**src/rtl/elevator_pkg.sv**
```systemverilog
// Shared types and default sizing for the elevator scheduler.
package elevator_pkg;

  typedef enum logic [1:0] {
    IDLE = 2'd0,
    MOVE = 2'd1,
    DOOR = 2'd2
  } state_t;

  localparam int unsigned NUM_FLOORS_DEF    = 8;
  localparam int unsigned TRAVEL_CYCLES_DEF = 4;
  localparam int unsigned DOOR_CYCLES_DEF   = 8;

endpackage

```
**src/rtl/cycle_timer.sv**
```systemverilog
// Loadable down-counter that saturates at zero and freezes while disabled.
module cycle_timer #(
  parameter int unsigned WIDTH = 4
) (
  input  logic             clk,
  input  logic             reset_n,
  input  logic             load,
  input  logic [WIDTH-1:0] load_val,
  input  logic             en,
  output logic             zero_c
);

  logic [WIDTH-1:0] count;

  always_ff @(posedge clk or negedge reset_n) begin
    if (!reset_n) begin
      count <= '0;
    end else if (en) begin
      if (load) begin
        count <= load_val;
      end else if (count != '0) begin
        count <= count - WIDTH'(1);
      end
    end
  end

  assign zero_c = (count == '0);

endmodule

```
**src/rtl/elevator_scheduler.sv**
```systemverilog
// Single-car elevator controller: latches calls, serves them with a LOOK sweep,
// and times floor travel and door dwell.
module elevator_scheduler
  import elevator_pkg::*;
#(
  parameter int unsigned NUM_FLOORS    = NUM_FLOORS_DEF,
  parameter int unsigned FLOOR_W       = 3,
  parameter int unsigned TRAVEL_CYCLES = TRAVEL_CYCLES_DEF,
  parameter int unsigned DOOR_CYCLES   = DOOR_CYCLES_DEF
) (
  input  logic                  clk,
  input  logic                  reset_n,
  input  logic [NUM_FLOORS-1:0] call_req,
  input  logic                  estop,
  output logic [FLOOR_W-1:0]    cur_floor,
  output logic                  dir_up,
  output logic                  moving,
  output logic                  door_open,
  output logic [NUM_FLOORS-1:0] pending,
  output logic                  arrived
);

  localparam int unsigned TT_W = (TRAVEL_CYCLES > 1) ? $clog2(TRAVEL_CYCLES) : 1;
  localparam int unsigned DT_W = (DOOR_CYCLES > 1) ? $clog2(DOOR_CYCLES) : 1;
  localparam logic [TT_W-1:0] TRAVEL_LOAD = TT_W'(TRAVEL_CYCLES - 1);
  localparam logic [DT_W-1:0] DOOR_LOAD   = DT_W'(DOOR_CYCLES - 1);

  state_t                  state, state_d;
  logic [FLOOR_W-1:0]      floor_d, step_floor, sel_floor;
  logic                    dir_d;
  logic [NUM_FLOORS-1:0]   pending_d, sel_onehot, cur_onehot;
  logic                    above_any, below_any, sel_hit, call_here;
  logic                    step, travel_load, door_load;
  logic                    travel_zero_c, door_zero_c;

  // Reference floor is the current one in IDLE and the floor being stepped to in MOVE.
  always_comb begin
    step_floor = dir_up ? cur_floor + FLOOR_W'(1) : cur_floor - FLOOR_W'(1);
    sel_floor  = (state == MOVE) ? step_floor : cur_floor;
    above_any  = 1'b0;
    below_any  = 1'b0;
    sel_onehot = '0;
    cur_onehot = '0;
    for (int unsigned i = 0; i < NUM_FLOORS; i++) begin
      if (FLOOR_W'(i) == sel_floor) sel_onehot[i] = 1'b1;
      if (FLOOR_W'(i) == cur_floor) cur_onehot[i] = 1'b1;
      if (pending[i] && (FLOOR_W'(i) > sel_floor)) above_any = 1'b1;
      if (pending[i] && (FLOOR_W'(i) < sel_floor)) below_any = 1'b1;
    end
    sel_hit   = |(pending & sel_onehot);
    call_here = |(call_req & cur_onehot);
  end

  // Next state, floor, direction and call latch; estop holds everything but the latch.
  always_comb begin
    state_d     = state;
    floor_d     = cur_floor;
    dir_d       = dir_up;
    step        = 1'b0;
    travel_load = 1'b0;
    door_load   = 1'b0;
    pending_d   = pending | (call_req & ~(cur_onehot & {NUM_FLOORS{state == DOOR}}));
    if (!estop) begin
      case (state)
        IDLE: begin
          if (sel_hit) begin
            state_d = DOOR;
          end else if (above_any && below_any) begin
            state_d = MOVE;
          end else if (above_any) begin
            state_d = MOVE;
            dir_d   = 1'b1;
          end else if (below_any) begin
            state_d = MOVE;
            dir_d   = 1'b0;
          end
        end
        MOVE: begin
          if (travel_zero_c) begin
            step        = 1'b1;
            floor_d     = step_floor;
            travel_load = 1'b1;
            if (sel_hit) begin
              state_d = DOOR;
            end else if (dir_up ? above_any : below_any) begin
              state_d = MOVE;
            end else begin
              state_d = IDLE;
            end
          end
        end
        DOOR: begin
          if (call_here) begin
            door_load = 1'b1;
          end else if (door_zero_c) begin
            state_d = IDLE;
          end
        end
        default: state_d = IDLE;
      endcase
      if ((state == IDLE) && (state_d == MOVE)) travel_load = 1'b1;
      // Door entry serves the reference floor; its clear beats a same-cycle call.
      if ((state != DOOR) && (state_d == DOOR)) begin
        door_load = 1'b1;
        pending_d = pending_d & ~sel_onehot;
      end
    end
  end

  always_ff @(posedge clk or negedge reset_n) begin
    if (!reset_n) begin
      state     <= IDLE;
      cur_floor <= '0;
      dir_up    <= 1'b1;
      pending   <= '0;
      moving    <= 1'b0;
      door_open <= 1'b0;
      arrived   <= 1'b0;
    end else begin
      state     <= state_d;
      cur_floor <= floor_d;
      dir_up    <= dir_d;
      pending   <= pending_d;
      moving    <= (state_d == MOVE);
      door_open <= (state_d == DOOR);
      arrived   <= step;
    end
  end

  cycle_timer #(.WIDTH(TT_W)) u_travel_timer (
    .clk      (clk),
    .reset_n  (reset_n),
    .load     (travel_load),
    .load_val (TRAVEL_LOAD),
    .en       (~estop),
    .zero_c   (travel_zero_c)
  );

  cycle_timer #(.WIDTH(DT_W)) u_door_timer (
    .clk      (clk),
    .reset_n  (reset_n),
    .load     (door_load),
    .load_val (DOOR_LOAD),
    .en       (~estop),
    .zero_c   (door_zero_c)
  );

endmodule

```
**config.mk**
```make
export PLATFORM = sky130hd
export DESIGN_NAME = elevator_scheduler
export DESIGN_NICKNAME = d
export VERILOG_FILES = /design/src/rtl/elevator_pkg.sv /design/src/rtl/cycle_timer.sv /design/src/rtl/elevator_scheduler.sv
export SDC_FILE = /design/constraint.sdc
export NUM_CORES = 1
export LEC_CHECK = 0
export BUFFER_PORTS_ARGS = -buffer_cell sky130_fd_sc_hd__buf_2
export CAP_MARGIN = 10
export CELL_PAD_IN_SITES_DETAIL_PLACEMENT = 1
export CELL_PAD_IN_SITES_GLOBAL_PLACEMENT = 2
export CORE_ASPECT_RATIO = 0.75
export CORE_MARGIN = 2
export CORE_UTILIZATION = 36
export CTS_CLUSTER_DIAMETER = 80
export DETAILED_ROUTE_END_ITERATION = 16
export GPL_ROUTABILITY_DRIVEN = 0
export GPL_TIMING_DRIVEN = 0
export PLACE_DENSITY_LB_ADDON = 0.1
export SLEW_MARGIN = 25
export SYNTH_ARGS = -nofsm -noshare
export SYNTH_HDL_FRONTEND = slang
export SYNTH_SLANG_ARGS = --single-unit
```
**constraint.sdc**
```tcl
create_clock -name clk -period 5.2 [get_ports clk]
set_input_delay 1.3 -clock clk [delete_from_list [all_inputs] [get_ports clk]]
set_output_delay 1.3 -clock clk [all_outputs]
set_load 0.005 [all_outputs]
```
==> results of run 1 <==
per-layer routing:
metal / wire length (um) / part of all wire (%) / vias to the layer above / GRT usage (%)
li1: - / - / 719 / -
met1: 2460 / 52 / 731 / 33.0
met2: 2000 / 42 / 38 / 31.2
met3: 208 / 4.4 / 4 / 3.96
met4: 46 / 0.98 / 0 / 5.57
met5: 0 / 0 / - / 0
registers in the layout, indices dropped and copies added, names as in the netlist:
| register | flops |
|---|---|
| door_open | 1 |
| dir_up | 1 |
| arrived | 1 |
| moving | 1 |
| cur_floor | 3 |
| u_door_timer.count | 3 |
| pending | 8 |
| u_travel_timer.count | 2 |
| state | 2 |
per-stage QoR:
stage                     instance area [um^2]  hold WS (ps)  total power [mW]  utilization (%)
after floorplan                           1580           464             0.876                -
after global placement                    1770           474              1.07             42.9
after detailed placement                  1770           516              1.11             42.9
after CTS                                 1820           536              1.23             44.0
after global routing                      1820           553              1.34             44.0
final                                     1820           535              1.23             44.0
worst min-delay path by stage:
stage,end,slack (ps),depth (start not counted)
2_1_floorplan,u_travel_timer.count[1]$_DFFE_PN0P_,460,1
3_3_place_gp,u_travel_timer.count[1]$_DFFE_PN0P_,470,1
3_5_place_dp,u_travel_timer.count[1]$_DFFE_PN0P_,520,1
4_1_cts,u_travel_timer.count[1]$_DFFE_PN0P_,540,1
5_1_grt,u_travel_timer.count[1]$_DFFE_PN0P_,550,1
6_report,u_travel_timer.count[1]$_DFFE_PN0P_,530,1
final cells by class:
type                            instances  share of cell area (%)
Inverter                               15                    3.10
Tap cell                               55                    3.79
Sequential cell                        22                    30.4
Timing Repair Buffer                   25                    6.89
Buffer                                  8                    2.34
Multi-Input combinational cell        134                    51.0
Clock buffer                            4                    2.48
Yosys cell counts, drive strengths merged, types with 2 or more instances:
| library cell | instances | share of area, % |
|---|---|---|
| a21oi | 23 | 7.3 |
| dfrtp | 21 | 33 |
| inv | 15 | 3.6 |
| nand2 | 15 | 3.6 |
| nor2 | 12 | 2.9 |
| ha | 10 | 7.9 |
| nand3 | 10 | 3.2 |
| o21ai | 7 | 2.2 |
| buf | 5 | 2.0 |
| nor2b | 4 | 1.7 |
| a222oi | 3 | 1.9 |
| a31oi | 3 | 1.2 |
| clkbuf | 3 | 0.71 |
| mux2i | 3 | 2.1 |
| nor3 | 3 | 0.95 |
| xnor2 | 3 | 2.1 |
| a2111oi | 2 | 1.5 |
| a211oi | 2 | 0.95 |
| a221o | 2 | 1.3 |
| a2bb2oi | 2 | 1.1 |
| mux2 | 2 | 1.4 |
| nand2b | 2 | 0.79 |
| nand4 | 2 | 0.79 |
| nor3b | 2 | 1.3 |
| o2111ai | 2 | 1.5 |
| o221ai | 2 | 1.1 |
| o22ai | 2 | 0.79 |
cell families after synthesis:
| family | Yosys count | share of synthesized area, % |
|---|---|---|
| compound gates | 59 | 25.6 |
| simple gates | 56 | 18.9 |
| buf+inv | 23 | 6.27 |
| flops | 22 | 35.0 |
| fa+ha+maj | 10 | 7.94 |
| mux | 5 | 3.57 |
| xor+xnor | 4 | 2.70 |
report_power, final:
group	internal, mW	switching, mW
Clock	0.0548	0.0569
Sequential	0.234	0.0622
Combinational	0.305	0.514
==> key figures, run 1 <==
Run status
  • Status: finished, final reports clean

Clock network
  • Sinks on Clock Net: 22
  • Post CTS Setup Buffer Count: 0
  • Hold-fix buffer count after cts: 0
  • Maximum root-to-sink buffer count: 2
  • Clock tree root driver cell: sky130_fd_sc_hd__clkbuf_8
  • TritonCTS clock tree: built
  • Clk slew on worst S/H paths: 80 ps
  • H-tree depth reported by CTS: 1
  • Clock insertion delay at the later pin of the skew report: 270 ps
  • CTS resizes: 0
  • Total CTS buffers: 3

Cells and area
  • Commonest cells after routing, fill and taps aside: sky130_fd_sc_hd__buf_2 (29), sky130_fd_sc_hd__a21oi_1 (23), sky130_fd_sc_hd__dfrtp_1 (21)
  • Number of filler instances in the final layout: 530
  • Final cell count without fillers: 263
  • Count of inserted antenna diode cells: 0
  • Storage cell area: 552 um^2
  • Layout overhead on the synthesized area: 15.2%
  • Share of post-route cells with drive strength above 1: 20.7%
  • Leading cell type in the layout, fill and taps excluded: sky130_fd_sc_hd__buf_2
  • Nets@finish: 230
  • Combined area of the multi-input logic cells: 926 um^2

Global route
  • Number of global-route vias before repair: 1,510
  • Global-route wire length before repair: 7930 um
  • Number of antenna violations at the first check in global routing: 0
  • Overall routing resource usage: 21.5%
  • Largest net degree at the start of global routing: 23
  • Remaining Overflow, GRT: 0

Die
  • Core area: 0.00413 mm^2
  • I/O pin cnt: 26
  • Initial cell density of the core: 38.2%
  • DIE HEIGHT: 61.3 um
  • Horizontal die dimension: 80.4 um
  • Full die area: 0.00493 mm^2
  • Num rows: 20

Critical path
  • End of the critical path: u_travel_timer.count[0]$_DFFE_PN0P_
  • R2r endpoint: u_travel_timer.count[0]$_DFFE_PN0P_
  • Largest stage delay, worst path: 410 ps
  • CP startpoint kind: register
  • CP Class: reg2reg
  • Critical path depth in cells: 11
  • Worst EP required: 5360 ps
  • Count of buffer and inverter cells on the critical path: 2
  • Ordered cell list for the critical path: buf_2 > inv_1 > ha_1 > xor2_1 > mux2i_2 > a221o_1 > a2111oi_2 > o22ai_1 > o2111ai_2 > a31oi_1 > mux2_2
  • Register-to-Register Path Depth: 11
  • Crit path launch: cur_floor[0]$_DFFE_PN0P_
  • Source of the worst register-to-register timing path: cur_floor[0]$_DFFE_PN0P_
  • Worst-path maximum fanout: 9
  • Setup crit end kind: register
  • Family of cells with the greatest summed delay on the critical path: compound AO/OA/AOI/OAI gates
  • Worst EP arrival: 3720 ps
  • Slack of the worst reg-to-reg path: 1640 ps
  • Cell at the slowest stage of the critical path: sky130_fd_sc_hd__a221o_1

STA
  • Final worst-path setup slack: 1640 ps
  • Number of hold violations in the final report: 0
  • Clock Skew: 8.30 ps
  • RSZ-0062 raised after global routing: no
  • Max-slew headroom: 54.4%
  • Highest attainable clock frequency: 0.281 GHz
  • Number of max-slew violations in the final report: 0
  • Final number of setup-violating endpoints: 0
  • Ratio of final minimum period to clock period: 68.5%
  • Setup TNS Final: 0 ps
  • Time the worst path needs with I/O delays and setup: 3560 ps
  • Worst slew pin tran: 678 ps

Placement
  • # placed instances: 259
  • Dpl ws: 1600 ps
  • Number of port buffers: 25
  • Detail Placement HPWL: 3660 um

Logic synthesis
  • Register area share after synthesis: 35.0%
  • Yosys cell types: 52
  • Synthesized net count: 200
  • Gate Count Post-Synth: 179
  • Synthesized area: 0.00158 mm^2
  • Post-synth EDFFs: 0
  • Most frequently used flop master after synthesis: sky130_fd_sc_hd__dfrtp_1
  • Share of synthesized flip-flops with an asynchronous set or reset: 100%
  • Synth warnings: 0
  • Flip-flop and latch count after synthesis: 22
  • Mapped Avg Cell Area: 8.81 um^2

Hold path
  • Worst min path class: reg2reg
  • Hold_sp: u_travel_timer.count[1]$_DFFE_PN0P_

Pwr
  • Leak: 0.782 nW
  • Power density cells: 676 mW/mm^2
  • Peak ir drop on the vdd network: 0.238 mV

Routing
  • Average via count per standard cell: 5.67
  • Total iterations of the first detailed-routing run: 7
  • Total wire length: 4710 um
  • Number of design-rule violations left by the first detailed-router iteration: 102
  • Count of antenna-violating nets left after detailed routing: 0
  • Detailed-route via count: 1,492
  • Routed length per placed instance: 17.9 um
  • DRC violation count after routing: 0

Run
  • Number of maximum-capacitance violations: 0
No activity file was read; power rests on OpenSTA's default activity.
==> inputs of run 2 (changes only) <==
CORE_UTILIZATION = 30   (was 36)
clock period = 2.95 ns   (was 5.2 ns; I/O delays follow)
==> run 2 against run 1 <==
Sequential cell count unchanged. First-iteration DRC count shrank 24%. Non-clock buffer count increased by 12. Critical path depth rose by 2. Worst setup slack lost 1600 ps. Global-route usage decreased by 2.1 points. Clock-buffer cell count stayed put. Clock skew decreased by 5.8 ps. Clock power up 100%. Register-to-register slack worse by 1600 ps. Largest power group unchanged. Highest routed layer unchanged.
==> key figures, run 2 (synthesis gave the netlist of run 1 again) <==
Clock network
  • Maximum root-to-sink buffer count: 2
  • Clock insertion delay at the later pin of the skew report: 270 ps
  • Sinks on Clock Net: 22
  • TritonCTS clock tree: built
  • Clk slew on worst S/H paths: 80 ps
  • Total CTS buffers: 3
  • H-tree depth reported by CTS: 1
  • Clock tree root driver cell: sky130_fd_sc_hd__clkbuf_8

Critical path
  • R2r endpoint: moving$_DFF_PN0_
  • Worst-path maximum fanout: 11
  • Worst EP required: 3110 ps
  • CP Class: reg2reg
  • Setup crit end kind: register
  • Source of the worst register-to-register timing path: cur_floor[2]$_DFFE_PN0P_
  • Slack of the worst reg-to-reg path: 50 ps
  • Worst EP arrival: 3060 ps
  • CP startpoint kind: register
  • Register-to-Register Path Depth: 13

Placement
  • Number of port buffers: 25
  • DP Area: 0.00180 mm^2
  • Detail Placement HPWL: 3760 um

STA
  • Final number of setup-violating endpoints: 0
  • Setup TNS Final: 0 ps
  • Clock Skew: 2.48 ps
  • Highest attainable clock frequency: 0.345 GHz
  • Max-slew headroom: 64.8%
  • Time the worst path needs with I/O delays and setup: 2900 ps
  • Ratio of final minimum period to clock period: 98.2%
  • RSZ-0062 raised after global routing: yes
  • Worst slew pin tran: 528 ps
  • Number of max-slew violations in the final report: 0
  • Number of hold violations in the final report: 0

Cells and area
  • Count of inserted antenna diode cells: 0
  • Largest register FFs: 8
  • Layout overhead on the synthesized area: 38.6%
  • Nets@finish: 242
  • Final instance area: 0.00218 mm^2
  • Leading cell type in the layout, fill and taps excluded: sky130_fd_sc_hd__buf_2
  • Share of post-route cells with drive strength above 1: 38.2%
  • Largest registers: pending x8, cur_floor x3, u_door_timer.count x3
  • Commonest cells after routing, fill and taps aside: sky130_fd_sc_hd__buf_2 (27), sky130_fd_sc_hd__a21oi_1 (23), sky130_fd_sc_hd__dfrtp_1 (20)
  • Register containing the most flip-flops in the final layout: pending

Pwr
  • Power density cells: 1320 mW/mm^2
  • Leak: 0.883 nW
  • Relative contribution of combinational cells to total power: 73.5%
  • Peak ir drop on the vdd network: 0.507 mV
  • Internal Dissipation: 1.49 mW
  • Net Sw Power: 1.39 mW
  • Clock share of power: 7.8%
  • Switching Share: 48.3%
  • Part of the total power dissipated in sequential elements: 18.7%

Run status
  • Status: finished, final reports clean

Hold path
  • Worst min path class: in2async

Global route
  • Largest net degree at the start of global routing: 23
  • Number of antenna violations at the first check in global routing: 0
  • Overall routing resource usage: 19.4%
  • Remaining Overflow, GRT: 0
  • Number of global-route vias before repair: 1,604
  • Global-route wire length before repair: 8550 um

Routing
  • Total wire length: 5230 um
  • DRC violation count after routing: 0
  • Total iterations of the first detailed-routing run: 4
  • Routed length per placed instance: 17.9 um
  • Count of antenna-violating nets left after detailed routing: 0
  • Number of design-rule violations left by the first detailed-router iteration: 78
  • Average via count per standard cell: 5.35
  • Detailed-route via count: 1,563

Die
  • Horizontal die dimension: 87.7 um
  • I/O pin cnt: 26
  • DIE HEIGHT: 66.8 um
  • Full die area: 0.00586 mm^2
  • Core area: 0.00498 mm^2
  • Num rows: 22
  • Initial cell density of the core: 31.6%

Run
  • Number of maximum-capacitance violations: 0
==> run 2: critical path, cell delays in order (launching register included) <==
cell                      delay [ps]
sky130_fd_sc_hd__dfrtp_1         590
sky130_fd_sc_hd__inv_1           160
sky130_fd_sc_hd__ha_4            300
sky130_fd_sc_hd__nor2b_4          40
sky130_fd_sc_hd__o21ai_4         230
sky130_fd_sc_hd__and2_4          190
sky130_fd_sc_hd__buf_6           140
sky130_fd_sc_hd__mux2i_4         250
sky130_fd_sc_hd__nor4_4           60
sky130_fd_sc_hd__buf_4           160
sky130_fd_sc_hd__buf_4           150
sky130_fd_sc_hd__a41oi_1         250
sky130_fd_sc_hd__nand3_2         130
sky130_fd_sc_hd__nor2b_1         150
==> run 2: timing repair <==
item | 4_1_cts | 5_1_grt
hold buffers | 0 | 0
endpoints found under the setup margin | 18 | 17
resized for setup | 29 | 14
setup buffers | 12 | 1
pin swaps | 10 | 6
hold endpoints to repair | 0 | 0
==> run 2: worst max path at each step <==
stage          depth (start not counted)                startpoint                                  end  slack, ps
2_1_floorplan                         11  cur_floor[0]$_DFFE_PN0P_  u_travel_timer.count[0]$_DFFE_PN0P_          4
3_3_place_gp                          11  cur_floor[0]$_DFFE_PN0P_                 pending[5]$_DFF_PN0_       -470
3_5_place_dp                          11  cur_floor[0]$_DFFE_PN0P_  u_travel_timer.count[0]$_DFFE_PN0P_       -510
4_1_cts                               14  cur_floor[0]$_DFFE_PN0P_                     moving$_DFF_PN0_          2
5_1_grt                               12  cur_floor[0]$_DFFE_PN0P_    u_door_timer.count[0]$_DFFE_PN0P_       -100
6_report                              13  cur_floor[2]$_DFFE_PN0P_                     moving$_DFF_PN0_         50
==> run 2: routing by layer <==
metal / part of all wire, % / GRT usage (%)
met4: 1.4 / 3.85
met5: 0 / 0
met2: 46 / 30.4
met1: 50 / 28.2
met3: 2.6 / 3.10
==> run 2: cell type report <==
class                           instances  area (um^2)
Fill cell                             599         2800
Clock buffer                            4         55.1
Tap cell                               72         90.1
Multi-Input combinational cell        134         1150
Timing Repair Buffer                   38          223
Buffer                                  7         51.3
Inverter                               15         63.8
Sequential cell                        22          553
==> run 2: through the flow <==
| step | worst slack, ps | utilization (%) | power, mW | hold slack (ps) | cells |
|---|---|---|---|---|---|
| after global routing | -102 | 43.8 | 3.11 | 460 | 292 |
| final | 52.8 | 43.8 | 2.88 | 434 | 292 |
| after global placement | -468 | 36.2 | 1.93 | 474 | 276 |
| after floorplan | 3.60 | - | 1.56 | 442 | 179 |
| after detailed placement | -508 | 36.2 | 1.98 | 480 | 276 |
| after CTS | 1.65 | 42.2 | 2.73 | 442 | 291 |
==> run 2: power groups by stage <==
stage               Sequential [mW]  Clock [mW]  Combinational (mW)
floorplan                     0.501           0                1.06
global route                  0.559       0.250                2.30
CTS                           0.535       0.233                1.96
detailed placement            0.527           0                1.45
finish                        0.538       0.224                2.12
global placement              0.521           0                1.41
